$ cat src/rtl/tone_pkg.sv
// rtl/tone_pkg.sv - shared pitch table, note mapping and FSM encoding for the tone engine
package tone_pkg;

    typedef enum logic [1:0] {
        ST_IDLE = 2'd0,
        ST_PLAY = 2'd1,
        ST_GAP  = 2'd2
    } tone_state_t;

    function automatic int ms_cycles(input int clk_hz);
        return (clk_hz < 1000) ? 1 : clk_hz / 1000;
    endfunction

    // Half-period cycle counts of the C3 octave; index is the semitone 1..12 (C..B), 0 = rest.
    function automatic logic [31:0] base_c3_hp(input logic [3:0] semi);
        case (semi)
            4'd1:    return 32'd381680;
            4'd2:    return 32'd360260;
            4'd3:    return 32'd340136;
            4'd4:    return 32'd321034;
            4'd5:    return 32'd303030;
            4'd6:    return 32'd285714;
            4'd7:    return 32'd269687;
            4'd8:    return 32'd255102;
            4'd9:    return 32'd240790;
            4'd10:   return 32'd227273;
            4'd11:   return 32'd214518;
            4'd12:   return 32'd202429;
            default: return 32'd0;
        endcase
    endfunction

    function automatic logic [3:0] note_to_semi(input logic [3:0] note, input logic chromatic);
        logic [3:0] semi;
        semi = 4'd0;
        if (chromatic) begin
            if (note >= 4'd1 && note <= 4'd12) semi = note;
        end else begin
            case (note)
                4'd1:    semi = 4'd1;
                4'd2:    semi = 4'd3;
                4'd3:    semi = 4'd5;
                4'd4:    semi = 4'd6;
                4'd5:    semi = 4'd8;
                4'd6:    semi = 4'd10;
                4'd7:    semi = 4'd12;
                default: semi = 4'd0;
            endcase
        end
        return semi;
    endfunction

endpackage

$ cat src/rtl/tone_sequencer_if.sv
// rtl/tone_sequencer_if.sv - note request handshake between the song logic and the tone engine
interface tone_sequencer_if #(
    parameter int DUR_W = 16,
    parameter int VOL_W = 3
) ();
    logic             req_valid;
    logic             req_ready;
    logic [3:0]       req_note;
    logic [2:0]       req_octave;
    logic [DUR_W-1:0] req_dur_ms;
    logic [VOL_W-1:0] req_volume;

    modport master (
        output req_valid, req_note, req_octave, req_dur_ms, req_volume,
        input  req_ready
    );

    modport slave (
        input  req_valid, req_note, req_octave, req_dur_ms, req_volume,
        output req_ready
    );
endinterface

$ cat src/rtl/tone_osc.sv
// rtl/tone_osc.sv - half-period counter that toggles a square-wave phase every i_hp cycles
module tone_osc #(
    parameter int CNT_W = 32
) (
    input  logic             clk,
    input  logic             rst_n,
    input  logic [CNT_W-1:0] i_hp,
    input  logic             i_en,
    output logic             o_phase
);
    logic [CNT_W-1:0] r_cnt;
    logic             r_phase;

    // Dropping i_en restarts the wave at phase 0 so every note begins identically.
    always_ff @(posedge clk or negedge rst_n) begin
        if (!rst_n) begin
            r_cnt   <= '0;
            r_phase <= 1'b0;
        end else if (!i_en) begin
            r_cnt   <= '0;
            r_phase <= 1'b0;
        end else if (r_cnt == i_hp - 1'b1) begin
            r_cnt   <= '0;
            r_phase <= ~r_phase;
        end else begin
            r_cnt <= r_cnt + 1'b1;
        end
    end

    assign o_phase = r_phase;
endmodule

$ cat src/rtl/tone_sequencer.sv
// rtl/tone_sequencer.sv - timed square-wave note player with octave shift, PWM volume and abort
module tone_sequencer
    import tone_pkg::*;
#(
    parameter int CLK_HZ    = 100_000_000,
    parameter int CNT_W     = 32,
    parameter int CHROMATIC = 1,
    parameter int OCT_MIN   = -2,
    parameter int OCT_MAX   = 2,
    parameter int VOL_W     = 3,
    parameter int DUR_W     = 16,
    parameter int GAP_MS    = 5
) (
    input  logic         clk,
    input  logic         rst_n,
    tone_sequencer_if.slave req,
    input  logic         abort,
    output logic         speaker,
    output logic         busy,
    output logic         done
);
    localparam int               MS_CYC  = ms_cycles(CLK_HZ);
    localparam logic [CNT_W-1:0] MS_LAST = CNT_W'(MS_CYC - 1);
    localparam logic [DUR_W-1:0] GAP_LEN = DUR_W'(GAP_MS);

    tone_state_t      r_state, w_state_nx;
    logic [CNT_W-1:0] r_ms_cnt;
    logic [DUR_W-1:0] r_ms_left;
    logic [CNT_W-1:0] r_hp;
    logic [VOL_W-1:0] r_vol;
    logic [VOL_W-1:0] r_pc;
    logic             r_audible;
    logic             r_zero_done;

    logic             w_accept;
    logic             w_ms_tick;
    logic             w_last_ms;
    logic             w_done;
    logic             w_phase;
    logic             w_pwm;
    logic [3:0]       w_semi;
    logic [31:0]      w_base;
    logic [CNT_W+7:0] w_wide;
    logic [CNT_W-1:0] w_hp;
    logic             w_audible;
    int               w_oct;

    // abort wins over a coincident handshake: the request is simply not taken.
    assign w_accept  = req.req_valid & (r_state == ST_IDLE) & ~abort;
    assign w_ms_tick = (r_ms_cnt == MS_LAST);
    assign w_last_ms = w_ms_tick && (r_ms_left == DUR_W'(1));

    always_comb begin
        w_semi    = note_to_semi(req.req_note, CHROMATIC != 0);
        w_base    = base_c3_hp(w_semi);
        w_audible = (w_semi != 4'd0);
        w_oct     = int'($signed(req.req_octave));
        if (w_oct < OCT_MIN) w_oct = OCT_MIN;
        if (w_oct > OCT_MAX) w_oct = OCT_MAX;
        w_wide = (CNT_W+8)'(w_base);
        if (w_oct < 0) w_wide = w_wide << (-w_oct);
        else           w_wide = w_wide >> w_oct;
        if (|w_wide[CNT_W+7:CNT_W]) w_hp = '1;
        else                        w_hp = w_wide[CNT_W-1:0];
        if (w_hp == '0) w_hp = CNT_W'(1);
    end

    always_ff @(posedge clk or negedge rst_n) begin
        if (!rst_n) r_state <= ST_IDLE;
        else        r_state <= w_state_nx;
    end

    always_comb begin
        w_state_nx = r_state;
        w_done     = 1'b0;
        if (abort) begin
            w_state_nx = ST_IDLE;
        end else begin
            case (r_state)
                ST_IDLE: if (w_accept && req.req_dur_ms != '0) w_state_nx = ST_PLAY;
                ST_PLAY: if (w_last_ms) begin
                    if (GAP_MS == 0) begin
                        w_state_nx = ST_IDLE;
                        w_done     = 1'b1;
                    end else begin
                        w_state_nx = ST_GAP;
                    end
                end
                ST_GAP: if (w_last_ms) begin
                    w_state_nx = ST_IDLE;
                    w_done     = 1'b1;
                end
                default: w_state_nx = ST_IDLE;
            endcase
        end
    end

    always_ff @(posedge clk or negedge rst_n) begin
        if (!rst_n) begin
            r_ms_cnt    <= '0;
            r_ms_left   <= '0;
            r_hp        <= '0;
            r_vol       <= '0;
            r_pc        <= '0;
            r_audible   <= 1'b0;
            r_zero_done <= 1'b0;
        end else begin
            r_pc        <= r_pc + 1'b1;
            r_zero_done <= w_accept && (req.req_dur_ms == '0);
            if (w_accept) begin
                r_hp      <= w_hp;
                r_vol     <= req.req_volume;
                r_audible <= w_audible;
                r_ms_cnt  <= '0;
                r_ms_left <= req.req_dur_ms;
            end else if (r_state != ST_IDLE) begin
                r_ms_cnt <= w_ms_tick ? '0 : r_ms_cnt + 1'b1;
                // The ms countdown is reused for the gap once the tone has run out.
                if (w_ms_tick)
                    r_ms_left <= (w_last_ms && r_state == ST_PLAY) ? GAP_LEN : r_ms_left - 1'b1;
            end
        end
    end

    tone_osc #(.CNT_W(CNT_W)) u_osc (
        .clk    (clk),
        .rst_n  (rst_n),
        .i_hp   (r_hp),
        .i_en   (r_state == ST_PLAY),
        .o_phase(w_phase)
    );

    assign w_pwm         = (r_vol == '1) | (r_pc < r_vol);
    assign speaker       = (r_state == ST_PLAY) & r_audible & w_phase & w_pwm;
    assign busy          = (r_state != ST_IDLE);
    assign req.req_ready = (r_state == ST_IDLE);
    assign done          = w_done | r_zero_done;
endmodule

$ cat src/flat_wrapper.sv
// flat-port wrapper written by rule: the top's interface ports become plain ports
module tone_sequencer_flat import tone_pkg::*;
#(
    parameter int CLK_HZ    = 100_000_000,
    parameter int CNT_W     = 32,
    parameter int CHROMATIC = 1,
    parameter int OCT_MIN   = -2,
    parameter int OCT_MAX   = 2,
    parameter int VOL_W     = 3,
    parameter int DUR_W     = 16,
    parameter int GAP_MS    = 5
)
  (clk, rst_n, abort, speaker, busy, done, req_req_valid, req_req_note, req_req_octave, req_req_dur_ms, req_req_volume, req_req_ready);
  tone_sequencer_if #(.DUR_W(DUR_W), .VOL_W(VOL_W)) req_i ();
  input  logic clk;
  input  logic rst_n;
  input  logic abort;
  output logic speaker;
  output logic busy;
  output logic done;
  input wire logic [$bits(req_i.req_valid)-1:0] req_req_valid;
  input wire logic [$bits(req_i.req_note)-1:0] req_req_note;
  input wire logic [$bits(req_i.req_octave)-1:0] req_req_octave;
  input wire logic [$bits(req_i.req_dur_ms)-1:0] req_req_dur_ms;
  input wire logic [$bits(req_i.req_volume)-1:0] req_req_volume;
  output wire logic [$bits(req_i.req_ready)-1:0] req_req_ready;
  assign req_i.req_valid = req_req_valid;
  assign req_i.req_note = req_req_note;
  assign req_i.req_octave = req_req_octave;
  assign req_i.req_dur_ms = req_req_dur_ms;
  assign req_i.req_volume = req_req_volume;
  assign req_req_ready = req_i.req_ready;
  tone_sequencer #(.CLK_HZ(CLK_HZ), .CNT_W(CNT_W), .CHROMATIC(CHROMATIC), .OCT_MIN(OCT_MIN), .OCT_MAX(OCT_MAX), .VOL_W(VOL_W), .DUR_W(DUR_W), .GAP_MS(GAP_MS)) u_core (.clk(clk), .rst_n(rst_n), .req(req_i), .abort(abort), .speaker(speaker), .busy(busy), .done(done));
endmodule
$ cat config.mk
export PLATFORM = sky130hd
export DESIGN_NAME = tone_sequencer_flat
export DESIGN_NICKNAME = d
export VERILOG_FILES = /design/src/rtl/tone_pkg.sv /design/src/rtl/tone_sequencer_if.sv /design/src/rtl/tone_osc.sv /design/src/rtl/tone_sequencer.sv /design/src/flat_wrapper.sv
export SDC_FILE = /design/constraint.sdc
export NUM_CORES = 1
export LEC_CHECK = 0
export CAP_MARGIN = 15
export CORE_MARGIN = 5
export CORE_UTILIZATION = 57
export DETAILED_ROUTE_END_ITERATION = 7
export PLACE_DENSITY_LB_ADDON = 0.2
export SKIP_LAST_GASP = 1
export SLEW_MARGIN = 20
export SYNTH_ARGS = -nofsm -noshare
export SYNTH_HDL_FRONTEND = slang
export SYNTH_HIERARCHICAL = 1
export SYNTH_SLANG_ARGS = --single-unit
$ cat constraint.sdc
create_clock -name clk -period 2.9 [get_ports clk]
set_clock_uncertainty 0.2 [all_clocks]
set_input_delay 0.29 -clock clk [delete_from_list [all_inputs] [get_ports clk]]
set_output_delay 0.29 -clock clk [all_outputs]
set_load 0.01 [all_outputs]
==> key figures <==
Min path
  – Type of the worst min-delay path: in2reg
  – Cell depth of the worst hold path: 3
  – Hold path startpoint: req_req_volume[0]
  – WHS Endpoint: u_core/r_vol[0]

Logic synthesis
  – Ys async rst share: between 90% and 100%
  – Compound-Gate Fraction of Synth Area: approximately a fifth
  – Seq/Total Area, Yosys: 33.55%
  – Post-Syn Area: between 0.009 and 0.01 mm²
  – Cell count after synthesis: 1126
  – Main synth FF type: dfrtp_1
  – Largest family of logic cells by synthesized area: simple AND/OR/NAND/NOR gates
  – Synth Area in XOR/XNOR: under 10%
  – Largest cells by area after synthesis: dfrtp_1 34%, nor2_1 6.2%, o21ai_0 5.7%
  – Yosys warnings: 6
  – Post-Synth Adder-Cell Area: around 2.6%
  – #FFs+latches synth: between 100 and 150
  – Syn Nets: about 1.2k
  – Synth area leader: dfrtp_1
  – Post-synth EDFFs: 0
  – Yosys top cell area share: 33.55%
  – Synth Area per Inst: between 8 and 9 µm²
  – Simple logic cell fraction of the synthesized area: 27.55%
  – Mux contribution to synthesized area: 4.310%
  – Post-synthesis cell type count: 91

Routing
  – Initial DRC Count: between 800 and 900
  – Antenna Nets Post-Route: 0
  – Total Wirelength: between 20000 and 30000 µm
  – Via count: ~9.5k
  – Avg Vias per Cell: 6.064
  – DRC violations left: 0
  – Drt pass-1 iters: 6
  – Routed WL per cell: 17.61 µm

Place
  – I/O Buffers: 33
  – GP Congestion: 0.9909
  – Post-DP HPWL: roughly 20000 µm
  – Place WS: -0.8743 ns

Worst setup path
  – Worst Reg-to-Reg Cells: 9
  – Max FO, Critical Path: 5
  – Req. time, crit path: between 3 and 4 ns
  – Kind of critical path: in2reg
  – Worst r2r dst: u_core/u_osc/r_cnt[24]
  – Critical Path AT: ~3.2 ns
  – Worst setup EP type: flip-flop
  – Register-to-register setup slack: -0.12 ns
  – Startpoint types: input pin
  – Crit Reg-Reg Startpoint: u_core/r_hp[12]

Final layout
  – # fillers: 1138
  – # nets final: 1379
  – Area growth syn-to-layout: 32.07%
  – Ant diodes: 0
  – Layout cells sized above 1: between 20% and 30%

STA
  – Setup violators final: 34
  – Final WS setup: -0.1807 ns
  – Final hold vios: 0
  – Tmin final: just over 3 ns
  – Slew headroom: 50.88%
  – Crit share post-route: 106.2%
  – Unrepaired setup endpoints after global routing: true
  – Tightest Pin Transition: between 0.7 and 0.8 ns
  – Fin. max-slew vios: 0
  – Peak Freq: roughly 0.32 GHz

GRT
  – Largest net degree at the start of global routing: between 50 and 60
  – Global Route Usage Sum: 29.65%
  – Grt ovf: 0
  – First-pass GRT wire length: about 45000 µm
  – Vias in the first global route: roughly 9.0k
  – Initial antenna violation count: 0

Clock network
  – Max clock buf depth: 2
  – Clock sinks: 123
  – Clock Latency Late Sink: approximately 0.41 ns
  – CTS tree: yes
  – Clock-pin slew on the worst setup and hold paths: about 0.06 ns
  – H-tree Lvls: 4
  – TritonCTS buffer count: 17
  – CTS Root Cell: clkbuf_16

Floorplanning
  – FP Rows: 46
  – Chip width: about 140 µm
  – Die ar.: ~0.019 mm²
  – Die height: between 100 and 150 µm
  – Core area: approximately 0.016 mm²
  – Starting Density: about 58%
  – Ports: 34

Power
  – VDD IR-drop max: ~0.45 mV
  – Power Dens Cells: around 520 mW/mm²
  – Leakage Power: about 5.3 nW
  – Tot Pwr: 6.266 mW

Run status
  – Status: finished, violations left
  – Failing checks: negative setup slack

Job
  – Max Cap Viol: 0
[kinds of logic (layout without fill, tap and decap cells)]
| family | count (synthesis) | count (layout) |
|---|---|---|
| and+or+nand+nor | 499 | 499 |
| AOI/OAI and AO/OA | 274 | 274 |
| DFF | 123 | 123 |
| buffers and inverters | 95 | 312 |
| xor gates and xnor gates | 83 | 83 |
| muxes | 33 | 33 |
| adders and majority gates | 19 | 19 |
[worst max path at each step]
stage	startpoint	end	slack, ns	cells after the start
2_1_floorplan	req_req_note[3]	u_core/r_hp[0]	-0.33	14
3_3_place_gp	req_req_note[3]	u_core/r_hp[0]	-0.87	15
3_5_place_dp	req_req_note[3]	u_core/r_hp[0]	-0.87	14
4_1_cts	req_req_note[3]	u_core/r_hp[0]	-0.18	15
5_1_grt	req_req_note[1]	u_core/r_hp[0]	-0.32	14
6_report	req_req_note[1]	u_core/r_hp[0]	-0.18	14
[state kept, by name, indices dropped and copies added (netlist names)]
signal and cells:
u_core/r_zero_done 1, u_core/r_audible 1, u_core/u_osc/o_phase 1, u_core/r_hp 32, u_core/r_state 2, u_core/r_ms_left 16, u_core/u_osc/r_cnt 32, u_core/r_vol 3
u_core/r_pc 3, u_core/r_ms_cnt 32
[per-stage QoR]
stage               hold slack [ns]  cells  utilization (%)  TNS [ns]  cell area (µm²)
floorplan                   -0.2056   1126                -   -0.3331             9402
global placement             0.1810   1519            70.81    -16.29            11210
detailed placement           0.1792   1519            70.81    -18.22            11210
CTS                          0.1888   1555            75.36    -3.628            11930
global route                 0.2154   1559            76.55    -7.460            12120
finish                       0.2011   1559            76.55    -3.285            12120
[critical path, stage by stage]
cell	delay [ns]
clkdlybuf4s15_1	0.25
nand2_4	0.09
ha_4	0.16
or4b_4	0.54
nand2_4	0.10
buf_4	0.12
o32a_4	0.18
a2bb2oi_2	0.14
o21ai_2	0.08
nor4_2	0.28
buf_4	0.16
nand2_1	0.04
or4_1	0.52
o31ai_1	0.24
[layout make-up]
cell class	count	area (µm²)	area share, %
Inverter	34	128.9	1.064
Clock buffer	17	425.4	3.511
Sequential cell	123	3080	25.43
Multi-Input combinational cell	908	6067	50.08
Tap cell	216	270.3	2.231
Timing Repair Buffer	246	1953	16.12
Clock inverter	15	190.2	1.570
[routing by layer]
| layer | wire length (µm) | up-vias | global-route usage (%) |
|---|---|---|---|
| met4 | 816 | 0 | 10.75 |
| met3 | 1602 | 59 | 4.853 |
| met5 | 0 | - | 0 |
| li1 | - | 4489 | - |
| met1 | 11690 | 4533 | 39.45 |
| met2 | 13340 | 373 | 48.96 |
[power by group]
part | leakage [nW] | internal (mW) | switching (mW)
Clock | 0.298 | 1.37 | 0.836
Sequential | 1.64 | 1.91 | 0.178
Combinational | 3.31 | 0.907 | 1.06
[cell usage after synthesis (10+ instances only)]
| cell | instances |
|---|---|
| ha_1 | 19 |
| mux2_2 | 12 |
| and2_1 | 14 |
| mux2i_1 | 17 |
| nor4_1 | 23 |
| nor2b_1 | 15 |
| xor2_1 | 40 |
| dfrtp_1 | 123 |
| xnor2_1 | 42 |
| nand4_1 | 22 |
| or3_1 | 10 |
| and3_1 | 14 |
| a21oi_1 | 41 |
| nand2_1 | 118 |
| a211oi_1 | 12 |
| o21ai_0 | 104 |
| nor2_1 | 152 |
| inv_1 | 32 |
| o211ai_1 | 13 |
| nand3_1 | 33 |
| buf_2 | 16 |
| nor3_1 | 31 |
| a31oi_1 | 12 |
| o22ai_1 | 10 |
| clkbuf_1 | 34 |
[repair_timing]
item                                    in CTS  in global routing
gates resized for setup                     25                 41
hold buffers                                 1                  0
endpoints found under the setup margin      54                 58
buffers inserted                             3                  5
cloned                                       0                  0
hold endpoints to repair                    53                  0
pin swaps                                   10                 14
[layout by cell type (no fill, tap or decap), types with 10 or more instances in the layout]
cell             instances
a21oi_1                 38
clkdlybuf4s50_1         25
nand2_1                111
nor2b_1                 15
mux2i_1                 14
buf_4                  208
nand3_1                 32
inv_1                   30
nor2_1                 152
o21ai_0                101
xnor2_1                 42
and2_1                  14
and3_1                  14
clkbuf_16               17
ha_1                    14
xor2_1                  40
dfrtp_1                121
o211ai_1                13
a31oi_1                 12
a211oi_1                10
nor4_1                  14
nor3_1                  30
mux2_2                  10
nand4_1                 22
No activity file was read; power rests on OpenSTA's default activity.
